[config.mk]
export PLATFORM = sky130hd
export DESIGN_NAME = register_writeback_queue
export DESIGN_NICKNAME = d
export VERILOG_FILES = /design/src/rtl/register_writeback_queue_pkg.sv /design/src/rtl/register_writeback_queue_fifo_mem.sv /design/src/rtl/register_writeback_queue.sv
export SDC_FILE = /design/constraint.sdc
export NUM_CORES = 1
export LEC_CHECK = 0
export ABC_CLOCK_PERIOD_IN_PS = 5160
export CORE_ASPECT_RATIO = 1.2
export CORE_MARGIN = 2
export CORE_UTILIZATION = 50
export CTS_CLUSTER_DIAMETER = 100
export CTS_CLUSTER_SIZE = 40
export DETAILED_ROUTE_END_ITERATION = 8
export PLACE_DENSITY = 0.76
export SYNTH_ARGS = -nofsm -noshare
export SYNTH_HDL_FRONTEND = slang
export SYNTH_SLANG_ARGS = --single-unit
[constraint.sdc]
create_clock -name clock -period 5.16 [get_ports clock]
set_input_delay 0.516 -clock clock [delete_from_list [all_inputs] [get_ports clock]]
set_output_delay 0.516 -clock clock [all_outputs]
set_load 0.02 [all_outputs]
[src/rtl/register_writeback_queue_pkg.sv]
// ---------------------------------------------------------------------------
// register_writeback_queue_pkg
//
// Shared definitions for the register write-back queue:
//   - WB_OP_WRITE / WB_OP_INCR : values of the two op bits {write, incr}
//     stored in the low end of every queue entry.
//   - wb_index_width()         : width of the target register index.
//   - wb_entry_width()         : width of one packed queue entry,
//                                {reg, data, increment, write, incr}.
// ---------------------------------------------------------------------------
package register_writeback_queue_pkg;

    // Op field is {write, incr}.
    localparam logic [1:0] WB_OP_WRITE = 2'b10;
    localparam logic [1:0] WB_OP_INCR  = 2'b01;

    function automatic int wb_index_width(input int regs);
        return $clog2(regs);
    endfunction

    function automatic int wb_entry_width(input int regs, input int width);
        return $clog2(regs) + 2 * width + 2;
    endfunction

endpackage

[src/rtl/register_writeback_queue_fifo_mem.sv]
// ---------------------------------------------------------------------------
// writeback_fifo_mem
//
// DEPTH x EW storage array for the write-back queue. One synchronous write
// port and one asynchronous read port that presents the head entry. The
// array holds no reset: validity of each slot is tracked by the pointers and
// count in the parent.
//
// Ports:
//   clock        in   write clock
//   write_en     in   store write_entry at write_addr on the rising edge
//   write_addr   in   slot to write
//   write_entry  in   packed entry to store
//   read_addr    in   slot to read (head of queue)
//   read_entry   out  contents of read_addr, combinational
// ---------------------------------------------------------------------------
module writeback_fifo_mem #(
    parameter int EW    = 36,
    parameter int DEPTH = 4
) (
    input  logic                     clock,
    input  logic                     write_en,
    input  logic [$clog2(DEPTH)-1:0] write_addr,
    input  logic [EW-1:0]            write_entry,
    input  logic [$clog2(DEPTH)-1:0] read_addr,
    output logic [EW-1:0]            read_entry
);

    logic [EW-1:0] mem [DEPTH];

    always_ff @(posedge clock) begin
        if (write_en) begin
            mem[write_addr] <= write_entry;
        end
    end

    assign read_entry = mem[read_addr];

endmodule

[src/rtl/register_writeback_queue.sv]
// ---------------------------------------------------------------------------
// register_writeback_queue
//
// Small FIFO in front of the register bank. Buffers write-back / increment
// requests from the execute stage and drains at most one per cycle into the
// bank's shared data_in / increment buses and one-hot per-register enables.
//
// Handshake: a request transfers on a rising edge where in_valid & in_ready.
// in_ready depends only on the occupancy (count != DEPTH), never on in_valid,
// hold or a same-cycle pop. A transferred request with neither in_write nor
// in_incr set is consumed and dropped.
//
// Draining: when the queue is non-empty and hold is low, the head entry's
// enable is asserted and the bank captures on the same edge that advances
// the read pointer. Write wins over increment for a given entry.
//
// Optional build macro UCISC_WB_BYPASS_EN: when defined, a qualifying request
// accepted while the queue is empty and hold is low drives the outputs in the
// same cycle and is not enqueued. Undefined (default): every request is
// enqueued and reaches the bank one edge later at the earliest.
//
// Ports:
//   clock, reset            rising-edge clock, async active-high reset
//   in_valid / in_ready     request handshake
//   in_reg, in_data,
//   in_increment,
//   in_write, in_incr       request payload
//   hold                    stall draining (queue still accepts)
//   out_data, out_increment shared buses to the bank
//   out_write_enable        one-hot write enable per register
//   out_increment_enable    one-hot increment enable per register
//   count                   occupied entries, 0..DEPTH
// ---------------------------------------------------------------------------
module register_writeback_queue
    import register_writeback_queue_pkg::*;
#(
    parameter int WIDTH = 16,
    parameter int REGS  = 4,
    parameter int DEPTH = 4
) (
    input  logic                     clock,
    input  logic                     reset,
    input  logic                     in_valid,
    output logic                     in_ready,
    input  logic [$clog2(REGS)-1:0]  in_reg,
    input  logic [WIDTH-1:0]         in_data,
    input  logic [WIDTH-1:0]         in_increment,
    input  logic                     in_write,
    input  logic                     in_incr,
    input  logic                     hold,
    output logic [WIDTH-1:0]         out_data,
    output logic [WIDTH-1:0]         out_increment,
    output logic [REGS-1:0]          out_write_enable,
    output logic [REGS-1:0]          out_increment_enable,
    output logic [$clog2(DEPTH):0]   count
);

    localparam int IW = wb_index_width(REGS);
    localparam int EW = wb_entry_width(REGS, WIDTH);
    localparam int AW = $clog2(DEPTH);

    logic [AW-1:0] wr_ptr;
    logic [AW-1:0] rd_ptr;
    logic [AW:0]   count_q;
    logic [EW-1:0] head;
    logic [EW-1:0] new_entry;

    logic accept;
    logic push;
    logic pop;
    logic bypass;
    logic enq;
    logic empty;

    assign empty     = (count_q == '0);
    assign in_ready  = (count_q != (AW + 1)'(DEPTH));
    assign accept    = in_valid & in_ready;
    assign push      = accept & (in_write | in_incr);
    assign pop       = ~empty & ~hold;
    assign new_entry = {in_reg, in_data, in_increment, in_write, in_incr};

`ifdef UCISC_WB_BYPASS_EN
    // Only possible when empty, so it never collides with a pop.
    assign bypass = empty & ~hold & push;
`else
    assign bypass = 1'b0;
`endif

    assign enq   = push & ~bypass;
    assign count = count_q;

    writeback_fifo_mem #(
        .EW    (EW),
        .DEPTH (DEPTH)
    ) u_mem (
        .clock       (clock),
        .write_en    (enq),
        .write_addr  (wr_ptr),
        .write_entry (new_entry),
        .read_addr   (rd_ptr),
        .read_entry  (head)
    );

    // Output source: the bypassed request, else the head entry.
    logic [EW-1:0]    src;
    logic             src_drive;
    logic             src_shown;
    logic [IW-1:0]    src_reg;
    logic [1:0]       src_op;

    always_comb begin
        src       = head;
        src_drive = pop;
        src_shown = ~empty;
        if (bypass) begin
            src       = new_entry;
            src_drive = 1'b1;
            src_shown = 1'b1;
        end
    end

    assign src_reg = src[EW-1 -: IW];
    assign src_op  = src[1:0];

    always_comb begin
        out_data             = '0;
        out_increment        = '0;
        out_write_enable     = '0;
        out_increment_enable = '0;
        if (src_shown) begin
            out_data      = src[2*WIDTH+1 -: WIDTH];
            out_increment = src[WIDTH+1 -: WIDTH];
        end
        if (src_drive) begin
            if ((src_op & WB_OP_WRITE) != 2'b00) begin
                out_write_enable[src_reg] = 1'b1;
            end else if (src_op == WB_OP_INCR) begin
                out_increment_enable[src_reg] = 1'b1;
            end
        end
    end

    always_ff @(posedge clock or posedge reset) begin
        if (reset) begin
            wr_ptr  <= '0;
            rd_ptr  <= '0;
            count_q <= '0;
        end else begin
            if (enq) begin
                wr_ptr <= wr_ptr + 1'b1;
            end
            if (pop) begin
                rd_ptr <= rd_ptr + 1'b1;
            end
            case ({enq, pop})
                2'b10:   count_q <= count_q + 1'b1;
                2'b01:   count_q <= count_q - 1'b1;
                default: count_q <= count_q;
            endcase
        end
    end

endmodule

==> impl_metrics.xml <==
<?xml version="1.0" encoding="UTF-8"?>
<metrics>
  <group name="outcome">
    <metric name="run_status" unit="">complete, no violations</metric>
  </group>
  <group name="synth">
    <metric name="synth_async_sr_flop_share" unit="%">4.64</metric>
    <metric name="largest_family_of_logic_cells_by_synthesized_area" unit="">multiplexers</metric>
    <metric name="synth_compound_gate_area_share" unit="%">0.170</metric>
    <metric name="yosys.cell_count.top_type" unit="">edfxtp_1</metric>
    <metric name="synth_commonest_cells" unit="">edfxtp_1 (144), and2_1 (36), mux4_2 (34)</metric>
    <metric name="top_cells_by_area_in_the_synthesized_netlist" unit="">edfxtp_1 (73%), mux4_2 (13%), and2_1 (3.8%)</metric>
    <metric name="synth-edff-count" unit="">144</metric>
    <metric name="synth_cells" unit="">280</metric>
    <metric name="adder_cell_area_share_of_the_yosys_netlist" unit="%">1.40</metric>
    <metric name="synth.yosys.seq_area_share" unit="%">76.3</metric>
    <metric name="synth_xor_area_share" unit="%">0.891</metric>
    <metric name="synthesis.area" unit="sq um">5900</metric>
    <metric name="dominant_cell_type_by_area_after_synthesis" unit="">edfxtp_1</metric>
    <metric name="synthesis.area_per_instance" unit="sq um">21.1</metric>
    <metric name="ys_warnings" unit="">0</metric>
    <metric name="yosys.area_share.simple" unit="%">5.56</metric>
    <metric name="synth_net_count" unit="">326</metric>
    <metric name="fraction_of_synthesized_area_in_multiplexers" unit="%">14.2</metric>
    <metric name="postSynthRegisterBits" unit="">151</metric>
    <metric name="synth_largest_type_area_fraction" unit="%">73.3</metric>
    <metric name="synth_ff_type" unit="">edfxtp_1</metric>
    <metric name="synth_cell_type_count" unit="">25</metric>
  </group>
  <group name="grt">
    <metric name="antenna_found_initial" unit="">1</metric>
    <metric name="global_route_wire_length_before_repair" unit="um">15700</metric>
    <metric name="grtUsageTotal" unit="%">17.7</metric>
    <metric name="grt.overflow.total" unit="">0</metric>
    <metric name="grt_max_degree" unit="">37</metric>
    <metric name="via_count_of_the_first_global_routing_pass" unit="">2911</metric>
  </group>
  <group name="place">
    <metric name="dpl.hpwl" unit="um">5980</metric>
    <metric name="gp_congestion" unit="">0.688</metric>
    <metric name="buffer_ports.inserted" unit="">83</metric>
  </group>
  <group name="routing">
    <metric name="drt_pre_antenna_iters" unit="">4</metric>
    <metric name="1st_iter_drt_viols" unit="">134</metric>
    <metric name="route.antenna.remaining_nets" unit="">0</metric>
    <metric name="totalWireLength" unit="um">10400</metric>
    <metric name="drc_errors" unit="">0</metric>
    <metric name="post_drt_wl_per_cell" unit="um">19.3</metric>
    <metric name="drt_via_density" unit="">5.29</metric>
    <metric name="route.vias.total" unit="">2858</metric>
  </group>
  <group name="setup_path">
    <metric name="timing.setup.critical_path_class" unit="">reg -&gt; out</metric>
    <metric name="critical_path.reg2reg.startpoint" unit="">count[0]</metric>
    <metric name="critPathCaptureType" unit="">output port</metric>
    <metric name="worst_ep_arrival" unit="ns">3.06</metric>
    <metric name="ff2ff_path_depth" unit="">3</metric>
    <metric name="setup.reg_to_reg.worst_slack" unit="ns">2.83</metric>
    <metric name="critical_path.endpoint" unit="">out_increment_enable[3]</metric>
    <metric name="worstSetupStartpoint" unit="">rd_ptr[0]</metric>
    <metric name="kind_of_launch_point_of_the_worst_setup_path" unit="">flop</metric>
    <metric name="reg2reg_to" unit="">u_mem.mem[0][19]</metric>
    <metric name="worst-path-max-fanout" unit="">19</metric>
    <metric name="critPathRequiredTime" unit="ns">4.64</metric>
  </group>
  <group name="hold_path">
    <metric name="worst_hold_path_type" unit="">in -&gt; async</metric>
  </group>
  <group name="clock_network">
    <metric name="insertion_delay_of_the_later_clocked_pin_in_the_worst_skew_pair" unit="ns">0.40</metric>
    <metric name="cts-htree-levels" unit="">4</metric>
    <metric name="numCtsBuffers" unit="">17</metric>
    <metric name="numClockSinks" unit="">151</metric>
    <metric name="post-cts-setup-buffers" unit="">0</metric>
    <metric name="cts_tree" unit="">done</metric>
    <metric name="clock_transition_at_the_register_clock_pins_on_the_worst_setup_and_hold_paths_after_cts" unit="ns">0.05</metric>
    <metric name="cts.root.buffer_cell" unit="">clkbuf_16</metric>
    <metric name="cts_hold_buffers" unit="">0</metric>
    <metric name="ctsResizeCount" unit="">0</metric>
    <metric name="bufs_on_longest_clock_path" unit="">2</metric>
  </group>
  <group name="floorplanning">
    <metric name="die-area" unit="sq um">12700</metric>
    <metric name="ioPinCount" unit="">84</metric>
    <metric name="core.rowCount" unit="">43</metric>
    <metric name="die_y" unit="um">123</metric>
    <metric name="core_area" unit="sq um">11500</metric>
    <metric name="start_util" unit="%">51.2</metric>
    <metric name="die_w" unit="um">103</metric>
  </group>
  <group name="pwr">
    <metric name="total_leakage_power" unit="uW">0.00245</metric>
    <metric name="total_power" unit="uW">4370</metric>
    <metric name="ir_worst_vdd" unit="mV">0.376</metric>
    <metric name="power-per-cell-area" unit="nW/um^2">591</metric>
  </group>
  <group name="run">
    <metric name="timing.max_cap.violations" unit="">0</metric>
  </group>
  <group name="layout">
    <metric name="design.final.nets" unit="">418</metric>
    <metric name="synthToLayoutAreaGrowth" unit="%">25.4</metric>
    <metric name="fillCellCount" unit="">800</metric>
    <metric name="drive_gt1_share" unit="%">16.7</metric>
    <metric name="antenna-diode-count" unit="">0</metric>
  </group>
  <group name="sta">
    <metric name="finalWorstPathRequiredPeriod" unit="ns">3.57</metric>
    <metric name="grt_setup_unrepaired" unit="">false</metric>
    <metric name="slew_headroom" unit="%">25.1</metric>
    <metric name="fmax" unit="GHz">0.280</metric>
    <metric name="final_max_slew_viol_count" unit="">0</metric>
    <metric name="finClkSkew" unit="ns">0.00437</metric>
    <metric name="setup_viol" unit="">0</metric>
    <metric name="layout_worst_path_cycle_share" unit="%">69.2</metric>
    <metric name="setup-tns-final" unit="ns">0</metric>
    <metric name="max_slew.worst_pin.slew" unit="ns">1.12</metric>
    <metric name="timing.final.hold_violations" unit="">0</metric>
  </group>
</metrics>
[cell families after synthesis]
| family | count (synthesis) |
|---|---|
| flip-flops | 151 |
| AO/OA/AOI/OAI | 2 |
| buffers and inverters | 20 |
| AND/OR/NAND/NOR | 57 |
| adder cells (fa/ha/maj) | 6 |
| multiplexers | 38 |
| XOR/XNOR | 6 |
[stage by stage]
step	instance area [sq um]	worst slack, ns	hold slack, ns	utilization (%)	instances
6_report	7390	1.59	0.342	64.2	540
5_1_grt	7390	1.44	0.346	64.2	540
4_1_cts	7390	1.52	0.343	64.2	540
3_5_place_dp	6890	1.96	0.564	59.9	510
3_3_place_gp	6890	2.01	0.548	59.9	510
2_1_floorplan	5900	2.81	0.319	-	280
[sequential cells by signal, summed over array words and instances (netlist names)]
name / flops
rd_ptr: 2
u_mem.mem: 144
wr_ptr: 2
count: 3
[power by group]
| part | total, uW | internal (uW) | switching [uW] |
|---|---|---|---|
| sequential | 1680 | 1570 | 104 |
| clock | 1060 | 643 | 413 |
| combinational | 1640 | 828 | 808 |
| total | 4370 | 3050 | 1320 |
[area by class of cell]
class	instances	area [sq um]	share of cell area, %
clock inverters	9	61.3	0.829
flip-flops and latches	151	4500	60.9
inverters	8	30.0	0.406
repair buffers	85	846	11.4
clock buffers	21	440	5.96
well taps	157	196	2.66
multi-input cells	109	1320	17.8
[worst max-delay path: stages (launching register included)]
cell and delay (ns):
dfrtp_2 0.75, mux4_2 0.60, or4b_4 0.53, nor2_1 0.14
clkdlybuf4s50_1 0.63
[layer usage]
metal	share of wire [%]	vias to the layer above	track usage, %
met2	55	85	28.9
met3	5.4	8	6.33
met4	0.70	2	6.50
li1	-	1297	-
met1	39	1466	21.9
met5	0.11	-	0
[layout by cell type, fill, tap and decap left out, types with 2 or more instances in the layout]
cell type | netlist | final
nand3_1 | 2 | 2
clkbuf_1 | 8 | 4
edfxtp_1 | 144 | 144
xor2_1 | 3 | 3
and2_2 | 0 | 4
xnor2_1 | 3 | 3
nand2_1 | 2 | 2
inv_1 | 8 | 8
buf_4 | 0 | 2
dfrtp_2 | 0 | 2
clkinv_1 | 0 | 7
dfrtp_1 | 7 | 5
mux4_2 | 34 | 34
clkbuf_16 | 0 | 17
clkdlybuf4s50_1 | 0 | 83
nor2_1 | 11 | 11
ha_1 | 5 | 5
nand2b_1 | 2 | 2
and2_1 | 36 | 32
mux4_1 | 2 | 2
[worst min path at each step]
stage | from | endpoint | depth (start not counted)
after global placement | count[2] | count[2] | 1
after detailed placement | wr_ptr[1] | wr_ptr[1] | 1
after global routing | reset | count[0] | 2
after floorplan | reset | count[0] | 1
after CTS | reset | wr_ptr[1] | 2
final | reset | wr_ptr[0] | 2
Power figures use the tool's default switching activity.
